**config.mk**
```make
export PLATFORM = sky130hd
export DESIGN_NAME = coin_conditioner
export DESIGN_NICKNAME = d
export VERILOG_FILES = /design/src/rtl/vm_pkg.sv /design/src/rtl/debounce_ch.sv /design/src/rtl/coin_conditioner.sv
export SDC_FILE = /design/constraint.sdc
export NUM_CORES = 1
export LEC_CHECK = 0
export ABC_AREA = 1
export CORE_ASPECT_RATIO = 1.25
export CORE_UTILIZATION = 32
export CTS_BUF_LIST = sky130_fd_sc_hd__clkbuf_4 sky130_fd_sc_hd__clkbuf_8 sky130_fd_sc_hd__clkbuf_16
export DETAILED_ROUTE_END_ITERATION = 10
export SYNTH_ARGS = -nofsm -noshare
export SYNTH_HDL_FRONTEND = slang
export SYNTH_SLANG_ARGS = --single-unit
```
**constraint.sdc**
```tcl
create_clock -name clk -period 2.7 [get_ports clk]
set_input_delay 0.675 -clock clk [delete_from_list [all_inputs] [get_ports clk]]
set_output_delay 0.675 -clock clk [all_outputs]
set_load 0.01 [all_outputs]
```
**src/rtl/vm_pkg.sv**
```systemverilog
// rtl/vm_pkg.sv - shared coin constants and index type for the vending machine front end
package vm_pkg;

    localparam int COIN_W = 3;

    localparam logic [COIN_W-1:0] COIN_R1 = 3'd1;
    localparam logic [COIN_W-1:0] COIN_R2 = 3'd2;
    localparam logic [COIN_W-1:0] COIN_R5 = 3'd5;

    typedef enum logic [1:0] {
        IDX_R1 = 2'd0,
        IDX_R2 = 2'd1,
        IDX_R5 = 2'd2
    } coin_idx_t;

    function automatic logic [COIN_W-1:0] coin_value_of(input coin_idx_t idx);
        case (idx)
            IDX_R1:  coin_value_of = COIN_R1;
            IDX_R2:  coin_value_of = COIN_R2;
            IDX_R5:  coin_value_of = COIN_R5;
            default: coin_value_of = '0;
        endcase
    endfunction

endpackage

```
**src/rtl/debounce_ch.sv**
```systemverilog
// rtl/debounce_ch.sv - one button channel: two-flop synchroniser, sample-gated debounce, rise pulse
module debounce_ch #(
    parameter int DB_COUNT = 16
) (
    input  logic clk,
    input  logic reset_n,
    input  logic sample_en,
    input  logic raw,
    output logic level,
    output logic rise
);

    localparam logic [7:0] LIMIT = 8'(DB_COUNT);

    logic       sync_a;
    logic       sync_b;
    logic       db;
    logic       db_q;
    logic [7:0] cnt;

    always_ff @(posedge clk) begin
        if (!reset_n) begin
            sync_a <= 1'b0;
            sync_b <= 1'b0;
            db     <= 1'b0;
            db_q   <= 1'b0;
            cnt    <= '0;
        end else begin
            sync_a <= raw;
            sync_b <= sync_a;
            db_q   <= db;
            if (sample_en) begin
                // Only an unbroken run of mismatching samples may flip the level.
                if (sync_b != db) begin
                    if (cnt + 8'd1 == LIMIT) begin
                        db  <= ~db;
                        cnt <= '0;
                    end else begin
                        cnt <= cnt + 8'd1;
                    end
                end else begin
                    cnt <= '0;
                end
            end
        end
    end

    assign level = db;
    assign rise  = db & ~db_q;

endmodule

```
**src/rtl/coin_conditioner.sv**
```systemverilog
// rtl/coin_conditioner.sv - debounced coin buttons to a prioritised valid/ready coin event stream
module coin_conditioner
    import vm_pkg::*;
#(
    parameter int DB_COUNT = 16
) (
    input  logic              clk,
    input  logic              reset_n,
    input  logic              sample_en,
    input  logic              r1_raw,
    input  logic              r2_raw,
    input  logic              r5_raw,
    input  logic              coin_ready,
    output logic              coin_valid,
    output logic [COIN_W-1:0] coin_value,
    output logic [2:0]        pressed,
    output logic              overflow,
    input  logic              clr_overflow
);

    logic [2:0] raw;
    logic [2:0] rise;
    logic [2:0] pend;
    logic [2:0] pend_next;
    logic [2:0] drain;
    logic [2:0] drop;
    logic       free;
    logic       has_pend;
    coin_idx_t  sel;

    assign raw = {r5_raw, r2_raw, r1_raw};

    for (genvar i = 0; i < 3; i++) begin : g_ch
        debounce_ch #(.DB_COUNT(DB_COUNT)) u_ch (
            .clk       (clk),
            .reset_n   (reset_n),
            .sample_en (sample_en),
            .raw       (raw[i]),
            .level     (pressed[i]),
            .rise      (rise[i])
        );
    end

    assign free     = !coin_valid || coin_ready;
    assign has_pend = |pend;

    always_comb begin
        sel = IDX_R5;
        if (pend[0])      sel = IDX_R1;
        else if (pend[1]) sel = IDX_R2;
    end

    // A press landing on a bit that is drained the same cycle simply re-arms it.
    always_comb begin
        drain = '0;
        if (free && has_pend) drain = 3'b001 << sel;
        pend_next = rise | (pend & ~drain);
        drop      = rise & pend & ~drain;
    end

    always_ff @(posedge clk) begin
        if (!reset_n) begin
            pend       <= '0;
            coin_valid <= 1'b0;
            coin_value <= '0;
            overflow   <= 1'b0;
        end else begin
            pend <= pend_next;
            if (|drop)             overflow <= 1'b1;
            else if (clr_overflow) overflow <= 1'b0;
            if (free) begin
                if (has_pend) begin
                    coin_valid <= 1'b1;
                    coin_value <= coin_value_of(sel);
                end else begin
                    coin_valid <= 1'b0;
                    coin_value <= '0;
                end
            end
        end
    end

endmodule

```
## Yosys cells after proc, flatten, opt, wreduce, memory -nomap -nowiden

Index checks and enable logic that the tools add are counted.
W data, S select, Z words.

- Output and inout bits: 8
- Latch bits: 0
- Logic and storage cells: 69
- Register bits after elaboration: 44
- RAM bits: 0
- Bits of input ports: 8
- ROM bits: 0
- Memories: 0

- Reductions and logical operators: 10
- Div/mod/pow operators: 0
- Bitwise gates (word level): 14
- Add/sub/neg operators: 3
- Multiplexer cells: 14
- Equal/unequal tests: 8
- $lt $le $gt $ge: 0
- Shifts and indexed selects: 1
- $mul: 0

Operators by type and width:

| kind | number |
|---|---|
| $mux W8 | 6 |
| $add A8 B1 Y8 const B | 3 |
| $eq A8 B5 Y1 const B | 3 |
| $and A3 B3 Y3 | 3 |
| $pmux W3 S3 | 1 |
| $reduce_and A3 Y1 | 3 |
| $mux W3 | 2 |
| $not A1 Y1 | 6 |
| $reduce_or A3 Y1 | 2 |
| $mux W2 | 2 |
| $and A1 B1 Y1 | 3 |
| $mux W1 | 3 |
| $ne A1 B1 Y1 | 3 |
| $not A3 Y3 | 1 |
| $or A3 B3 Y3 | 1 |
| $shl A1 B2 Y3 const A | 1 |
| $eq A2 B1 Y1 const B | 1 |
| $eq A2 B2 Y1 const B | 1 |
| $logic_not A2 Y1 | 1 |
| $reduce_bool A2 Y1 | 1 |
| $logic_and A1 B1 Y1 | 1 |
| $logic_not A1 Y1 | 1 |
| $logic_or A1 B1 Y1 | 1 |

## Logic depth before layout (Yosys ltp)

- Depth in word-level cells: 8
- Mapped depth: 11
- Gate-level depth less buffers: 11

## Cells and area by module

A second synthesis with hierarchy kept.

- Cell total of the unflattened synthesis: 348
- Area, all modules: 2294.7 sq um

Modules (own cells, without submodules):

| module | cells an instance | instances | area an instance (sq um) |
|---|---|---|---|
| debounce_ch | 100 | 3 | 654.4 |
| coin_conditioner | 48 | 1 | 331.6 |

## Worst setup path before layout

No wires, ideal clock.

- Path type: input to register
- Start point: input reset_n
- End point: register coin_value[0]
- Path buffers: 2
- Arrival: 1.291 ns
- Stages on the path: 4
- Data required time: 2.566 ns
- Setup time: 0.134 ns
- Slack: 1.275 ns
- Path through: buf_2 > clkinv_1 > clkbuf_1 > a21oi_1

RTL lines:

| element | line | RTL |
|---|---|---|
| start, declared | coin_conditioner.sv:8 | `input logic reset_n,` |
| end signal, assigned | coin_conditioner.sv:74 | `coin_value <= coin_value_of(sel);` |
| end, declared | coin_conditioner.sv:15 | `output logic [COIN_W-1:0] coin_value,` |

No word-level cell between the ends.

## Worst setup path in the final report

- Start point: register g_ch[2].u_ch.db
- End point: output pressed[2]

RTL lines:

| element | line | RTL |
|---|---|---|
| start, declared | debounce_ch.sv:17 | `logic db;` |
| start signal, assigned | debounce_ch.sv:36 | `db <= ~db;` |
| end, declared | coin_conditioner.sv:16 | `output logic [2:0] pressed,` |

No word-level cell between the ends.

==> results.md <==
- Hold-fix buffers at CTS: 0
- Worst setup EP type: output pin
- Vias in the first global route: 2021
- Clk slew on worst S/H paths: approximately 90 ps
- I/O pin cnt: 16
- Finished Cell Area: roughly 2700 µm²
- Post_cts resized: 0
- Slew Limit Fails: 0
- H-tree levels: 2
- P_leak: 1.06 nW
- Crit path depth: 1
- Die X: approximately 80 µm
- Hold Vio Cnt, Final: 0
- Family with the most delay on the worst path: buffers and inverters
- Antenna viol nets, final: 0
- Largest net degree at the start of global routing: 30
- First-pass GRT wire length: between 8 and 9 mm
- Clock sink total: 44
- Most used routing layer: met2
- Share of layout cells above drive strength 1: 11.7%
- Die area: 7860 µm²
- Slowest CP cell: clkdlybuf4s50_1
- DP Wirelength: around 3.3 mm
- Synth Area per Inst: around 6.6 µm²
- DP Worst Slack: between 600 and 700 ps
- Max-cap violations: 0
- Seq/Total Area, Yosys: between 30% and 40%
- Minimum clock period after layout: about 2000 ps
- DR pass1 iterations: 4
- Root buf cell: clkbuf_8
- Drt total wl: between 4 and 5 mm
- Final setup vio count: 0
- Worst Path Arrival: around 1300 ps
- GRT overflow: 0
- Total Routing Usage GR: 13.5%
- GR Layer Usage met1: between 10% and 20%
- Worst IR Drop VDD: 0.298 mV
- Worst Skew: approximately 5.3 ps
- Port Buffers: 15
- Ant diodes: 0
- Synth-to-layout area growth: 14.1%
- Total setup buffers inserted after CTS: 0
- Status: finished, final reports clean
- Final WS setup: 750 ps
- GPL Wtd Cong: 0.819
- DRC Markers: 0
- Post-Syn Instances: approximately 360
- Yosys Warn Count: 0
- Row cnt: 34
- Power Dens Cells: around 450 nW/µm²
- CTS tree: built
- GR Util met2: 23.9%
- Slew Limit Headroom: a little over three fifths
- Drt initial violations: between 60 and 70
- Core ar.: 7100 µm²
- Crit-path max cell delay: about 560 ps
- TritonCTS Buffers: 5
- Final worst path period share: just over 70%
- Flops & latches, synth: 44
- Critical path buffer and inverter count: 1
- Least-Margin Pin Slew: ~560 ps
- Cells along the critical path: clkdlybuf4s50_1
- Wire per inst: between 9 and 10 µm
- Worst Reg-to-Reg Cells: 10
- Vias per std cell: 4.55
- Synth unique cells: 30
- RSZ-0062 raised after global routing: no
- Die height: approximately 99 µm
- Hold Crit Depth: 2
- Crit Path Class: reg2out
- Post-Syn Area: approximately 2400 µm²
- Starting Density: roughly a third
- Worst skew pair latency: 300 ps
- GRT met3 Usage: roughly 3.5%
- Antenna violations before repair: 0
- Post-synth net total: about 380
- Max clock buf depth: 2
- Worst hold path class: reg2reg
- Critical Path Source Type: flip-flop
- DP Area: approximately 2600 µm²
- Hold Worst Slack: about 420 ps
- DR vias: between 2000 and 2500
- Setup tns final: 0 ps
- Pwr Total: ~0.0012 W
- Nets: slightly below 400
- Fmax: between 500 and 600 MHz
- Worst Path Required: 2030 ps
- Crit path max fanout: 4
[Yosys cell counts]
master,n,share of area [%]
clkbuf_1,3,0.47
o21a_1,1,0.31
a21boi_0,1,0.31
ha_1,6,3.1
nand2_2,8,2.1
a21oi_1,26,5.4
nand3b_1,2,0.62
or2_2,2,0.52
xor2_1,1,0.36
buf_2,4,0.83
o21ai_1,2,0.42
nor3b_1,1,0.31
dfxtp_1,44,37
nand3_1,14,2.9
nand2_1,121,19
nand4_1,8,2.1
clkinv_1,3,0.47
o21ai_0,7,1.5
nor2_2,5,1.3
nor2_1,28,4.4
nor2_4,5,2.3
o211ai_1,1,0.31
inv_1,48,7.5
xnor2_1,3,1.1
buf_4,5,1.6
nand3_2,3,1.3
xor2_2,1,0.68
inv_2,4,0.62
nor3_1,1,0.21
a21oi_2,4,1.5
[sequential cells by signal (all words and copies together) (netlist names)]
register,cells
coin_value,3
g_ch.u_ch.level,3
overflow,1
pend,3
g_ch.u_ch.cnt,24
g_ch.u_ch.sync_a,3
coin_valid,1
g_ch.u_ch.sync_b,3
g_ch.u_ch.db_q,3
[cells in the final DEF, fill, tap and decap left out, types with 2 or more instances in the layout]
master / instances
a21oi_1: 26
a21oi_2: 4
buf_4: 4
clkbuf_8: 5
clkdlybuf4s50_1: 15
clkinv_1: 3
dfxtp_1: 44
ha_1: 6
inv_1: 48
inv_2: 4
nand2_1: 121
nand2_2: 8
nand3_1: 14
nand3_2: 3
nand3b_1: 2
nand4_1: 8
nor2_1: 28
nor2_2: 5
nor2_4: 5
o21ai_0: 7
o21ai_1: 2
or2_2: 2
xnor2_1: 3
[final timing paths]
kind | slack (ps) | to | from
max | 750 | pressed[2] | g_ch[2].u_ch.level$_SDFFE_PN0P_
min | 420 | g_ch[1].u_ch.sync_b$_SDFF_PN0_ | g_ch[1].u_ch.sync_a$_SDFF_PN0_
min reg2reg | 420 | g_ch[1].u_ch.sync_b$_SDFF_PN0_ | g_ch[1].u_ch.sync_a$_SDFF_PN0_
max reg2reg | 1080 | g_ch[0].u_ch.cnt[4]$_SDFFE_PN0P_ | g_ch[0].u_ch.cnt[1]$_SDFFE_PN0P_
[cell families (layout without fill, tap and decap cells)]
family	count (synthesis)	after routing	share of synthesized area [%]
and+or+nand+nor	198	198	36.9
buffers and inverters	67	82	11.5
DFF	44	44	36.7
AOI/OAI and AO/OA	42	42	9.69
adders and majority gates	6	6	3.12
xor gates and xnor gates	5	5	2.14
[layout make-up]
class | instances | area, µm²
clock buffer | 5 | 68.8
timing repair buffer | 19 | 180
multi-input combinational | 251 | 1250
sequential | 44 | 881
clock inverter | 3 | 46.3
fill | 753 | 4360
inverter | 55 | 206
tap | 90 | 113
[where the power goes]
| part | leakage (nW) | switching, W | internal [W] |
|---|---|---|---|
| sequential | 0.356 | 0.00000398 | 0.000654 |
| clock | 0.0548 | 0.000244 | 0.000279 |
| combinational | 0.653 | 0.0000331 | 0.0000195 |
| total | 1.06 | 0.000281 | 0.000953 |
[tightest hold or removal path, stage by stage, from the launching register on]
cell and delay, ps:
dfxtp_1 310, nand2_1 40, inv_1 40
[per-layer routing]
metal / vias up / share of wire [%]
met5: - / 0
met4: 0 / 1.9
met3: 8 / 3.5
met2: 31 / 47
met1: 943 / 47
li1: 1144 / -
[per-stage QoR]
stage / util [%] / instances
after floorplan: - / 362
after global placement: 37.0 / 459
after detailed placement: 37.0 / 459
after CTS: 38.6 / 467
after global routing: 38.6 / 467
final: 38.6 / 467
No activity file was read; power rests on OpenSTA's default activity.
==> variant 1, RTL diff (same flow settings) <==
Set the package constant `COIN_W` to 4 (it was 3).
--- a/src/rtl/vm_pkg.sv
+++ b/src/rtl/vm_pkg.sv
@@ -1,7 +1,7 @@
 // rtl/vm_pkg.sv - shared coin constants and index type for the vending machine front end
 package vm_pkg;
 
-    localparam int COIN_W = 3;
+    localparam int COIN_W = 4;
 
     localparam logic [COIN_W-1:0] COIN_R1 = 3'd1;
     localparam logic [COIN_W-1:0] COIN_R2 = 3'd2;
Ports: changed (resized coin_value); port bits go from 16 to 17. No check against the original RTL was run, so the function may have changed too.
==> variant 1 against the unedited design <==
- area after synthesis shrank 4.8%
- routed wire length shrank 4.8%
- design area shrank 3.7%
- clock skew shrank 0.0022 ns
- power grew 4.0%
- die area shrank 4.7%
- worst setup slack lost 0.095 ns
- first-iteration DRC count grew 41%
- sequential cell count is the same
- critical path type is now input pin to register
- largest cell class unchanged
- highest routed layer unchanged
==> variant 1: results (changes against the unedited design) <==
| Metric | Value |
|---|---|
| Final Instance Area | 2640 sq um (was 2741 sq um) |
| Dominant cells by area after synthesis | dfxtp_1 (39%), nand2_1 (19%), inv_1 (7.6%) (was dfxtp_1 (37%), nand2_1 (19%), inv_1 (7.5%)) |
| Final GP Congestion | 0.8133 (was 0.8192) |
| Hold path endpoint | g_ch[0].u_ch.sync_b (was g_ch[1].u_ch.sync_b) |
| Signal buffers | 17 (was 19) |
| Peak VDD IR | 183.1 uV (was 298.0 uV) |
| CP startpoint | sample_en (was g_ch[2].u_ch.level) |
| Reg2Reg Launch Point | g_ch[0].u_ch.cnt[0] (was g_ch[0].u_ch.cnt[1]) |
| Outcome | finished, final reports clean (unchanged) |
| DP Area | 2511 sq um (was 2626 sq um) |
| Final nets | 374 (was 390) |
| Sequential area share after synthesis | 38.53% (was 36.67%) |
| First-pass DRT Iterations | 7 (was 4) |
| Pre-CTS setup slack | 0.3224 ns (was 0.6149 ns) |
| Sequential portion of the cell area | 33.36% (was 32.13%) |
| CP peak stage delay | 0.64 ns (was 0.56 ns) |
| Hpwl dp | 3212 microns (was 3342 microns) |
| Slew @ Worst Pin | 0.5478 ns (was 0.5561 ns) |
| Layout multi-input combinational cell count | 243 (was 251) |
| Synthesized area per cell | 6.607 sq um (was 6.636 sq um) |
| Reg2Reg Setup Slack | 1.11 ns (was 1.08 ns) |
| Nonclk inv count | 49 (was 55) |
| Multi-input logic area | 1169 sq um (was 1246 sq um) |
| Worst Hold Launch | g_ch[0].u_ch.sync_a (was g_ch[1].u_ch.sync_a) |
| Hold_ws | 0.4229 ns (was 0.4165 ns) |
| Total Routing Usage GR | 13.43% (was 13.53%) |
| Fin worst setup slack | 0.6550 ns (was 0.7496 ns) |
| CP arrival | 2.27 ns (was 1.28 ns) |
| Synth cell types | 25 (was 30) |
| Clk cell area share | 4.882% (was 4.199%) |
| Final wirelength | 4395 microns (was 4616 microns) |
| Syn_nets | 360 (was 376) |
| First-pass GRT wire length | 7928 microns (was 8480 microns) |
| Final cell count without fillers | 450 (was 467) |
variant 1: logic make-up (layout without fill, tap and decap cells):
| family | Yosys count | after routing | synth area share [%] |
|---|---|---|---|
| other | 1 | 1 | 0.1640 |
| adders and majority gates | 6 | 6 | 3.284 |
| DFF | 44 | 44 | 38.53 |
| xor gates and xnor gates | 5 | 5 | 1.916 |
| AOI/OAI and AO/OA | 43 | 43 | 9.743 |
| buffers and inverters | 59 | 73 | 10.34 |
| and+or+nand+nor | 188 | 188 | 36.02 |
variant 1: power by group:
part	internal [mW]	switching, mW	leakage [nW]
clock network	0.364	0.213	0.0642
logic	0.0176	0.0305	0.657
registers	0.654	0.00385	0.356
total	1.04	0.247	1.08
variant 1: metal layers:
metal	part of all wire (%)	routed length (microns)	global-route usage (%)
met5	0	0	0
met4	1.8	81	5.189
met3	2.8	123	3.662
met2	50	2205	24.56
met1	45	1983	14.82
variant 1: critical path: cells and delay by family:
family / cells / cell delay [ns]
compound gates: 2 / 0.32
simple gates: 2 / 0.34
buf+inv: 2 / 0.94
==> variant 2, RTL diff (same settings) <==
Without the edit above. Register the output `overflow` once more, without a reset; this adds one clock of latency there. The other outputs are not delayed to match.
--- a/src/rtl/coin_conditioner.sv
+++ b/src/rtl/coin_conditioner.sv
@@ -17,6 +17,8 @@
     output logic              overflow,
     input  logic              clr_overflow
 );
+
+    logic overflow_s0;
 
     logic [2:0] raw;
     logic [2:0] rise;
@@ -63,11 +65,11 @@
             pend       <= '0;
             coin_valid <= 1'b0;
             coin_value <= '0;
-            overflow   <= 1'b0;
+            overflow_s0 <= 1'b0;
         end else begin
             pend <= pend_next;
-            if (|drop)             overflow <= 1'b1;
-            else if (clr_overflow) overflow <= 1'b0;
+            if (|drop)             overflow_s0 <= 1'b1;
+            else if (clr_overflow) overflow_s0 <= 1'b0;
             if (free) begin
                 if (has_pend) begin
                     coin_valid <= 1'b1;
@@ -80,5 +82,9 @@
         end
     end
 
+    always_ff @(posedge clk) begin
+        overflow <= overflow_s0;
+    end
+
 endmodule
 
Formal check against the unedited RTL: same outputs for any inputs over 10 cycles, from zero or initial values and one cycle with reset_n low; that may be too few to reach the edited logic, so the function may still have changed.
==> variant 2 against the unedited design <==
- routed wire length up 0.48%
- combinational power up 0.8%
- register-to-register slack got worse by 0.04 ns
- design area up 0.82%
- sequential cell count grew 1
- via count about the same
- power rose by 0.87%
- area after synthesis is 0.83% higher
- worst setup slack worse by 0.017 ns
- synthesized cell count up 0.28%
- non-clock buffer count did not move
- fmax decreased by 0.88%
- largest cell class unchanged
- largest power group unchanged
- highest routed layer unchanged
==> variant 2: results (changes against the unedited design) <==
| Metric | Value |
|---|---|
| Peak VDD IR | 251.0 uV (was 298.0 uV) |
| Int Pwr | 0.9766 mW (was 0.9527 mW) |
| Dominant cells by area after synthesis | dfxtp_1 (37%), nand2_1 (19%), inv_1 (7.4%) (was dfxtp_1 (37%), nand2_1 (19%), inv_1 (7.5%)) |
| Post CTS Setup Buffer Count | 0 (unchanged) |
| Met3 GRT Util | 2.385% (was 3.519%) |
| Initial antenna violation count | 0 (unchanged) |
| Fraction of layout cells with a size suffix above 1 | 11.64% (was 11.67%) |
| CTS resizes | 0 (unchanged) |
| # diodes | 0 (unchanged) |
| Sequential area share after synthesis | 37.19% (was 36.67%) |
| Outcome | finished, final reports clean (unchanged) |
| Final nets | 391 (was 390) |
| GRT met2 Usage | 22.35% (was 23.87%) |
| Synth cell types | 30 (unchanged) |
| Slowest CP cell | clkdlybuf4s50_1 (unchanged) |
| Synth cell count leaders | nand2_1 (121), inv_1 (48), dfxtp_1 (45) (was nand2_1 (121), inv_1 (48), dfxtp_1 (44)) |
| Min-Delay Path Class | register to register (unchanged) |
| Syn_nets | 377 (was 376) |
| Hpwl dp | 3346 microns (was 3342 microns) |
| Max FO, Critical Path | 4 (unchanged) |
| Clock latency on the worst-skew pair | 0.30 ns (about the same) |
| H-tree depth | 2 (unchanged) |
| First-pass DRT Iterations | 4 (unchanged) |
| Port Buffers | 15 (unchanged) |
| Leakage | 1.076 nW (was 1.064 nW) |
| Max reg flops | 24 (unchanged) |
| CTS buffer count | 5 (unchanged) |
| Clk buf depth | 2 (unchanged) |
| Reg clk slew, reported paths | 0.09 ns (about the same) |
| Via/cell ratio | 4.521 (was 4.552) |
| Clk root buf | clkbuf_8 (unchanged) |
| DP Area | 2649 sq um (was 2626 sq um) |
| Final wirelength | 4638 microns (was 4616 microns) |
| Ys Warns | 0 (unchanged) |
| DR iter-0 viols | 114 (was 63) |
| Slew @ Worst Pin | 0.5498 ns (was 0.5561 ns) |
| Total Routing Usage GR | 12.79% (was 13.53%) |
| First-pass GRT wire length | 8190 microns (was 8480 microns) |
| Async SR Flop Fraction | 0% (unchanged) |
| CP arrival | 1.29 ns |
| Met1 usage | 15.28% (was 15.53%) |
| CP peak stage delay | 0.57 ns |
| Top reg by flops | g_ch.u_ch.cnt (unchanged) |
| Pin count of the biggest net entering global routing | 30 (unchanged) |
| Skew final | 0.01443 ns (was 0.005335 ns) |
| Final GP Congestion | 0.8407 (was 0.8192) |
| Top Usage Layer GRT | met2 (unchanged) |
| Critical path's top delay family | buffers and inverters (unchanged) |
| Number of global-route vias before repair | 1927 (was 2021) |
| Fillers | 794 (was 753) |
[variant 2: cell count changes in the layout (fill, tap and decap cells not counted), sizes merged]
| cell | before | now |
|---|---|---|
| clkbuf | 5 | 6 |
| clkinv | 3 | 4 |
| clkinvlp | 1 | 0 |
| dfxtp | 44 | 45 |
| inv | 53 | 52 |
[variant 2: final cells by class]
type,count,share of cell area [%]
clock buffers,6,2.761
multi-input cells,251,45.09
repair buffers,19,6.519
inverters,55,7.469
flip-flops and latches,45,32.59
clock inverters,2,1.403
well taps,92,4.165
[variant 2: final timing paths]
check,cells past startpoint,end,from,slack [ns]
worst max-delay path,1,pressed[1],g_ch[1].u_ch.level,0.73
worst min-delay path,0,overflow,overflow_s0,0.36
worst max register to register,10,g_ch[0].u_ch.cnt[4],g_ch[0].u_ch.cnt[1],1.04
worst min register to register,0,overflow,overflow_s0,0.36
[variant 2: per-layer routing]
metal,wire length (microns),share of wire (%)
met4,68,1.5
met5,0,0
met1,2258,49
met3,97,2.1
met2,2214,48
[variant 2: power by group through the flow]
| stage | Clock [mW] | Sequential [mW] | Combinational (mW) |
|---|---|---|---|
| after floorplan | 0 | 0.688 | 0.0309 |
| after global placement | 0 | 0.689 | 0.0530 |
| after detailed placement | 0 | 0.689 | 0.0531 |
| after CTS | 0.537 | 0.673 | 0.0533 |
| after global routing | 0.566 | 0.674 | 0.0590 |
| final | 0.519 | 0.673 | 0.0529 |
[variant 2: logic make-up after synthesis]
family,after synthesis,synth area share (%)
AOI/OAI and AO/OA,42,9.607
xor gates and xnor gates,5,2.118
adders and majority gates,6,3.099
buffers and inverters,67,11.36
DFF,45,37.19
and+or+nand+nor,198,36.62
[variant 2: per-stage QoR]
step / util, % / instances / setup WS, ns / hold WS, ns
finish: 37.57 / 470 / 0.7323 / 0.3575
global route: 37.57 / 470 / 0.6880 / 0.3709
floorplan: - / 363 / 1.275 / 0.3311
global placement: 36.00 / 462 / 0.6343 / 0.3445
detailed placement: 36.00 / 462 / 0.6168 / 0.3453
CTS: 37.57 / 470 / 0.7295 / 0.3597
